<file path="src/rtl/hazard_ctrl_pkg.sv">
// hazard_ctrl_pkg: shared state encoding, widths, NOP encoding and the register-match helper.
package hazard_ctrl_pkg;
  localparam int HC_REG_ADDR_W = 5;
  localparam logic [31:0] HC_NOP = 32'h0000_0013;
  typedef enum logic {RUN = 1'b0, HOLD1 = 1'b1} hc_state_t;
  function automatic logic reg_match(input logic use_src, input logic [HC_REG_ADDR_W-1:0] src,
                                     input logic wr, input logic [HC_REG_ADDR_W-1:0] dst);
    return use_src && wr && (dst != '0) && (src == dst);
  endfunction
endpackage

</file>
<file path="src/rtl/hazard_ctrl_detect.sv">
// hazard_detect: combinational RAW match of ID sources against EX/MEM producers.
// FWD_PATH_EN selects the forwarding variant (only an EX load stalls, one cycle).
module hazard_detect import hazard_ctrl_pkg::*; #(
  parameter int REG_ADDR_W = HC_REG_ADDR_W
) (
  input  logic [REG_ADDR_W-1:0] id_rs1,
  input  logic [REG_ADDR_W-1:0] id_rs2,
  input  logic                  id_use_rs1,
  input  logic                  id_use_rs2,
  input  logic [REG_ADDR_W-1:0] ex_rd,
  input  logic                  ex_reg_write,
  input  logic                  ex_mem_read,
  input  logic [REG_ADDR_W-1:0] mem_rd,
  input  logic                  mem_reg_write,
  output logic                  h1,
  output logic                  h2
);
  logic ex_hit, mem_hit;
  assign ex_hit  = reg_match(id_use_rs1, id_rs1, ex_reg_write, ex_rd) ||
                   reg_match(id_use_rs2, id_rs2, ex_reg_write, ex_rd);
  assign mem_hit = reg_match(id_use_rs1, id_rs1, mem_reg_write, mem_rd) ||
                   reg_match(id_use_rs2, id_rs2, mem_reg_write, mem_rd);
`ifdef FWD_PATH_EN
  logic unused_mem;
  assign unused_mem = mem_hit;
  assign h2 = 1'b0;
  assign h1 = ex_hit && ex_mem_read;
`else
  logic unused_ld;
  assign unused_ld = ex_mem_read;
  assign h2 = ex_hit;
  assign h1 = !ex_hit && mem_hit;
`endif
endmodule

</file>
<file path="src/rtl/hazard_ctrl.sv">
// hazard_ctrl: RAW stall / branch squash controller with stall and flush counters.
// Build option FWD_PATH_EN (see hazard_detect) turns EX/MEM stalls into load-use-only stalls.
module hazard_ctrl import hazard_ctrl_pkg::*; #(
  parameter int REG_ADDR_W = HC_REG_ADDR_W,
  parameter int CNT_W      = 32
) (
  input  logic                  clk,
  input  logic                  Reset,
  input  logic [REG_ADDR_W-1:0] id_rs1,
  input  logic [REG_ADDR_W-1:0] id_rs2,
  input  logic                  id_use_rs1,
  input  logic                  id_use_rs2,
  input  logic [REG_ADDR_W-1:0] ex_rd,
  input  logic                  ex_reg_write,
  input  logic                  ex_mem_read,
  input  logic [REG_ADDR_W-1:0] mem_rd,
  input  logic                  mem_reg_write,
  input  logic                  BranchTK,
  output logic                  stall,
  output logic                  stall_twice,
  output logic                  if_id_hold,
  output logic                  if_id_flush,
  output logic                  id_ex_bubble,
  output logic [CNT_W-1:0]      stall_cycles,
  output logic [CNT_W-1:0]      flush_events
);
  hc_state_t state_q, state_d;
  logic [CNT_W-1:0] stall_cnt_q, stall_cnt_d, flush_cnt_q, flush_cnt_d;
  logic h1, h2;
  hazard_detect #(.REG_ADDR_W(REG_ADDR_W)) u_detect (
    .id_rs1(id_rs1), .id_rs2(id_rs2), .id_use_rs1(id_use_rs1), .id_use_rs2(id_use_rs2),
    .ex_rd(ex_rd), .ex_reg_write(ex_reg_write), .ex_mem_read(ex_mem_read),
    .mem_rd(mem_rd), .mem_reg_write(mem_reg_write), .h1(h1), .h2(h2)
  );
  // HOLD1 holds unconditionally; a taken branch overrides any hold.
  always_comb begin
    stall        = !Reset && !BranchTK && (state_q == HOLD1 || h1 || h2);
    stall_twice  = !Reset && !BranchTK && state_q == RUN && h2;
    if_id_hold   = stall;
    if_id_flush  = !Reset && BranchTK;
    id_ex_bubble = stall || if_id_flush;
    state_d      = stall_twice ? HOLD1 : RUN;
    stall_cnt_d  = stall_cnt_q + {{(CNT_W-1){1'b0}}, stall};
    flush_cnt_d  = flush_cnt_q + {{(CNT_W-1){1'b0}}, BranchTK};
  end
  always_ff @(posedge clk) begin
    if (Reset) begin
      state_q     <= RUN;
      stall_cnt_q <= '0;
      flush_cnt_q <= '0;
    end else begin
      state_q     <= state_d;
      stall_cnt_q <= stall_cnt_d;
      flush_cnt_q <= flush_cnt_d;
    end
  end
  assign stall_cycles = stall_cnt_q;
  assign flush_events = flush_cnt_q;
endmodule
</file>
<file path="config.mk">
export PLATFORM = sky130hd
export DESIGN_NAME = hazard_ctrl
export DESIGN_NICKNAME = d
export VERILOG_FILES = /design/src/rtl/hazard_ctrl_pkg.sv /design/src/rtl/hazard_ctrl_detect.sv /design/src/rtl/hazard_ctrl.sv
export SDC_FILE = /design/constraint.sdc
export NUM_CORES = 1
export LEC_CHECK = 0
export CAP_MARGIN = 25
export CORE_MARGIN = 8
export CORE_UTILIZATION = 33
export DETAILED_ROUTE_END_ITERATION = 8
export GPL_TIMING_DRIVEN = 0
export PLACE_DENSITY = 0.66
export SYNTH_ARGS = -nofsm -noshare
export SYNTH_HDL_FRONTEND = slang
export SYNTH_HIERARCHICAL = 1
export SYNTH_SLANG_ARGS = --single-unit
</file>
<file path="constraint.sdc">
create_clock -name clk -period 4.8 [get_ports clk]
set_input_delay 0.48 -clock clk [delete_from_list [all_inputs] [get_ports clk]]
set_output_delay 0.48 -clock clk [all_outputs]
set_load 0.02 [all_outputs]
</file>
# ---- Yosys cells after proc, flatten, opt, wreduce, memory -nomap -nowiden
# Cells that the tools add are included.
dict set report totals {
  reg_bits 65
  latchBits 0
  mem_bits_rw 0
  mem_bits_ro 0
  n_memories 0
}
dict set report classes {
  add_sub_neg 2
  mul 0
  n_div 0
  order_cmp 0
  eq_ne 4
  shift 0
  n_mux 1
  n_bitwise 1
  reduce_logical 28
}
# cell n
set ops {}
lappend ops {{adder 32 x 1 -> 32 bit} 2}
lappend ops {{== test 5 bit} 4}
lappend ops {{logical AND 1 bit} 18}
lappend ops {{nonzero test 5 bit} 2}
lappend ops {{logical OR 1 bit} 5}
lappend ops {{logical NOT 1 bit} 3}
lappend ops {{2-to-1 mux 1 bit} 1}
lappend ops {{NOT 1 bit} 1}

# ---- Logic depth before layout (Yosys ltp)
dict set report logic_depth {
  depth_word 10
  depth_mapped 13
  ltp_nobuf 12
}

# ---- By module
# The synthesis kept the hierarchy.
# module instances cells_per_inst area_per_inst_um2
set modules_own_cells {}
lappend modules_own_cells {hazard_ctrl 1 352 3042.9}
lappend modules_own_cells {hazard_detect 1 35 274.0}

# ---- Least setup slack after synthesis
# No wires, ideal clock.
dict set report synth_path {
  path_type {in2reg}
  startpoint {input port ex_rd[2]}
  endpoint {register stall_cnt_q[16] (netlist: stall_cycles[16])}
  setup_time_ns 0.070
  arrival_ns 4.006
  required_time_ns 4.730
  path_slack_ns 0.724
  cell_stages 12
  n_path_buf 1
  path_cell_list {or4_1 o21a_1 a221oi_2 nor3_1 nor3_1 ha_1 ha_1 nand4_2 or4_1 buf_2 or3_1 a21oi_1}
}
dict set report synth_via {
  elab_chain_len 10
  elab_cells_between_ends 14
}
# element line_no
set synth_lines {}
lappend synth_lines {{from (decl)} hazard_ctrl.sv:13} ;# input logic [REG_ADDR_W-1:0] ex_rd,
lappend synth_lines {{nonzero test 5 bit} hazard_ctrl_pkg.sv:8} ;# return use_src && wr && (dst != '0) && (src == dst);
lappend synth_lines {{logical AND 1 bit (2 in series)} hazard_ctrl_pkg.sv:8}
lappend synth_lines {{logical OR 1 bit *} hazard_ctrl_detect.sv:19} ;# assign ex_hit = reg_match(id_use_rs1, id_rs1, ex_reg_write, ex_rd) ||
lappend synth_lines {{logical NOT 1 bit *} hazard_ctrl_detect.sv:32} ;# assign h1 = !ex_hit && mem_hit;
lappend synth_lines {{logical AND 1 bit *} hazard_ctrl_detect.sv:32}
lappend synth_lines {{via h1} hazard_ctrl.sv:29} ;# logic h1, h2;
lappend synth_lines {{logical OR 1 bit * (2 in series)} hazard_ctrl.sv:37} ;# stall = !Reset && !BranchTK && (state_q == HOLD1 || h1 || h2);
lappend synth_lines {{logical AND 1 bit *} hazard_ctrl.sv:37}
lappend synth_lines {{via if_id_hold} hazard_ctrl.sv:21} ;# output logic if_id_hold,
lappend synth_lines {{adder 32 x 1 -> 32 bit *} hazard_ctrl.sv:43} ;# stall_cnt_d = stall_cnt_q + {{(CNT_W-1){1'b0}}, stall};
lappend synth_lines {{to (signal assigned)} hazard_ctrl.sv:53} ;# stall_cnt_q <= stall_cnt_d;
lappend synth_lines {{to (decl)} hazard_ctrl.sv:28} ;# logic [CNT_W-1:0] stall_cnt_q, stall_cnt_d, flush_cnt_q, flush_cnt_d;
# Mark *: on every way through the listed nets, which the timed path passes. The rest lies on a longest branch.
# A chain may end at the register's enable or synchronous reset.

# ---- Worst setup path in the final report
dict set report layout_path {
  startpoint {input port ex_rd[2]}
  endpoint {register stall_cnt_q[16] (netlist: stall_cycles[16])}
}
dict set report layout_via {
  elab_chain_len 10
  elab_cells_between_ends 14
}
# element line_no
set layout_lines {}
lappend layout_lines {{nonzero test 5 bit} hazard_ctrl_pkg.sv:8}
lappend layout_lines {{logical AND 1 bit (2 in series)} hazard_ctrl_pkg.sv:8}
lappend layout_lines {{logical OR 1 bit *} hazard_ctrl_detect.sv:19}
lappend layout_lines {{logical NOT 1 bit *} hazard_ctrl_detect.sv:32}
lappend layout_lines {{logical AND 1 bit *} hazard_ctrl_detect.sv:32}
lappend layout_lines {{via h1} hazard_ctrl.sv:29}
lappend layout_lines {{logical OR 1 bit * (2 in series)} hazard_ctrl.sv:37}
lappend layout_lines {{logical AND 1 bit *} hazard_ctrl.sv:37}
lappend layout_lines {{adder 32 x 1 -> 32 bit *} hazard_ctrl.sv:43}
# Marks and branches as above.

==> results.md <==
* Outcome: finished clean
* Cell total after placement at just over 600
* Detailed-routing iteration count for the pre-antenna-repair pass at 4
* Post-DRT Antenna Nets at 0
* Vias in the first global route at ~3100
* Fraction of layout instances using a drive strength above 1 at 0.0584
* EDFF count, synth at 0
* Fraction of post-synthesis cell area in the top cell type by area at 0.392
* Endpoints failing setup at 0
* Vertical die dimension at roughly 120 um
* Data required time of the worst path at a little over 5000 ps
* Total CTS buffers at 9
* Final wirelength at 9.51 mm
* Worst Clk Skew at ~20 ps
* Mapped cell area at 3320 um^2
* Post-Layout Inst Area at ~4600 um^2
* Max clock buf depth at 2
* Startpoint Class: input pin
* Ordered cell list for the critical path: clkdlybuf4s50_1, or4_1, o21a_1, a221oi_2, nor3_1, nor3_1, ha_1, ha_1, nand4_2, or4_1, buf_2, or3_1, a21oi_1
* CTS tree: yes
* Post-layout utilization of the core at 0.475
* Sum of negative setup slack at 0 ps
* Overall global routing resource usage at 0.139
* Clock root buffer master: clkbuf_8
* Class of the worst hold path: reg2reg
* WL per Instance at 15.1 um
* Port Buffer Count at 95
* Final worst path period share at 0.905
* Hold slack final at ~450 ps
* Resized Gates After CTS at 0
* Die Area at ~14000 um^2
* Critical path endpoint category: register
* Diode count at 0
* Starting utilization of the core area at 0.339
* Worst Tran Pin Value at 514 ps
* Flops & latches, synth at 65
* Vias per std cell at 5.17
* I/O pin total at 97
* P&R area growth vs syn at 40.0%
* Max cap viols at 0
* H-tree level count at 3
* Cell with the biggest individual delay on the critical path: or4_1
* Final std cells w/o fill at 630
* Lkg Pwr at around 0.0015 uW
* Net count after synthesis at 419
* Final weighted congestion of routability-driven global placement at about 0.8
* Area of the placeable core at 9770 um^2
* Fmax at approximately 0.23 GHz
* Postcts setup bufs at 0
* Global-route wire length before repair at 15.0 mm
* Worst slew margin relative to its limit at 0.657
* Number of cells produced by synthesis at a little under 400
* Initial detailed-routing violation count at 101
* Worst EP arrival at roughly 4600 ps
* Die width at about 120 um
* Overflow left after global routing at 0
* Initial antenna violation count at 0
* Biggest fanout along the worst timing path at 10
* Syn. warnings at 6
* Pwr Density at around 240 nW/um^2
* Largest area contributor in the netlist: dfxtp_1
* Number of inserted filler cells in the final layout at between 900 and 1000
* Skew-Pair Late Insertion Delay at 350 ps
* Crit path kind: in2reg
* Clock sink count at 65
* Commonest register cell after synthesis: dfxtp_1
* Top area cells in the synthesized netlist: dfxtp_1 39%, xnor2_1 6.3%, or4_1 5.9%, a21oi_1 5.3%, xor2_1 5.0%
* Maximum resistive drop on vdd at roughly 0.14 mV
* Vias at around 3300
* Residual DRC at 0
* Slowest stage delay, CP at roughly 700 ps
* Part of the Yosys area used for sequential elements at 0.392
* Largest net degree at the start of global routing at 11
* Half-perimeter wire length after detailed placement at 7.15 mm
* Count of standard-cell rows at 36
* Number of hold violations in the final report at 0
* Reg clk slew, reported paths at roughly 70 ps
* Shortest clock period the worst path allows after layout at 4340 ps
* Placement-stage cell area at roughly 4400 um^2
* Commonest cells in the synthesized netlist: 65 x dfxtp_1, 35 x a21oi_1, 28 x nor2_1, 26 x or4_1, 24 x xnor2_1
* Setup repair after global routing missed its margin: no
* Unique masters post-synth at 37
* Net count of the finished layout at 525
* Post-Syn Area per Cell at approximately 8.6 um^2
* Proportion of synthesized flip-flops having asynchronous set or reset at 0
* # hold bufs at CTS at 0
* Number of max-slew violations in the final report at 0
* Most instantiated library cell after synthesis: dfxtp_1
[metrics by stage]
stage | setup WS (ps) | total power (uW)
4_1_cts | 457 | 1140
2_1_floorplan | 724 | 588
6_report | 456 | 1130
5_1_grt | 232 | 1170
3_3_place_gp | 209 | 631
3_5_place_dp | 114 | 631
[routing by layer]
metal  share of wire  routed length, um  vias to the layer above  global-route usage
met5               0                  0                        -                   0
li1                -                  -                     1642                   -
met4           0.020                187                        0              0.0622
met3           0.069                660                       12              0.0486
met2            0.45               4310                       73               0.221
met1            0.46               4350                     1532               0.165
[logic make-up after synthesis]
family | count (synthesis) | share of synthesized area
DFF | 65 | 0.392
adders and majority gates | 4 | 0.0151
and+or+nand+nor | 170 | 0.294
muxes | 2 | 0.00679
buffers and inverters | 29 | 0.0468
xor gates and xnor gates | 43 | 0.114
AOI/OAI and AO/OA | 74 | 0.132
[worst max-delay path, delay by kind of cell]
kind	cells	cell delay, ps
adders and majority gates	2	540
and+or+nand+nor	6	2260
buffers and inverters	2	710
AOI/OAI and AO/OA	3	600
[state kept, by name, summed over array words and instances, names as in the netlist]
register      cells
flush_events     32
stall_cycles     32
state_q           1
[power breakdown]
| part | internal (uW) | switching, uW | leakage, uW |
|---|---|---|---|
| clock network | 304 | 212 | 0.000106 |
| registers | 541 | 1.57 | 0.000524 |
| logic | 40.4 | 35.1 | 0.000836 |
[worst paths after layout]
| check | startpoint | to | slack (ps) | cells after the start |
|---|---|---|---|---|
| worst min register to register | state_q | state_q | 450 | 1 |
| worst max-delay path | ex_rd[2] | stall_cycles[16] | 460 | 13 |
| worst min-delay path | state_q | state_q | 450 | 1 |
| worst max register to register | state_q | stall_cycles[16] | 1750 | 9 |
[cell type report]
class | instances | area, um^2 | area share
Buffer | 23 | 133 | 0.0286
Multi-Input combinational cell | 293 | 1860 | 0.401
Clock inverter | 3 | 65.1 | 0.0140
Timing Repair Buffer | 95 | 951 | 0.205
Clock buffer | 12 | 145 | 0.0312
Inverter | 6 | 22.5 | 0.00485
Tap cell | 133 | 166 | 0.0358
Sequential cell | 65 | 1300 | 0.280
[cell usage in the layout, fill, tap and decap left out, drive strengths merged]
| cell | n |
|---|---|
| o21a | 1 |
| nor2b | 7 |
| xnor2 | 24 |
| xor2 | 19 |
| buf | 7 |
| a221oi | 1 |
| nor4 | 5 |
| bufinv | 2 |
| and2 | 2 |
| nor2 | 28 |
| clkinv | 1 |
| or3 | 15 |
| nand2 | 22 |
| a21oi | 35 |
| nand3 | 23 |
| mux2 | 2 |
| inv | 6 |
| or2 | 1 |
| nor4b | 2 |
| clkdlybuf4s50 | 95 |
| o22ai | 1 |
| dlygate4sd3 | 1 |
| and4 | 7 |
| o31ai | 21 |
| nand4 | 19 |
| and3 | 8 |
| clkbuf | 27 |
| o21ai | 15 |
| or4 | 26 |
| ha | 4 |
| dfxtp | 65 |
| nor3 | 5 |
(Power assumes the default switching activity.)
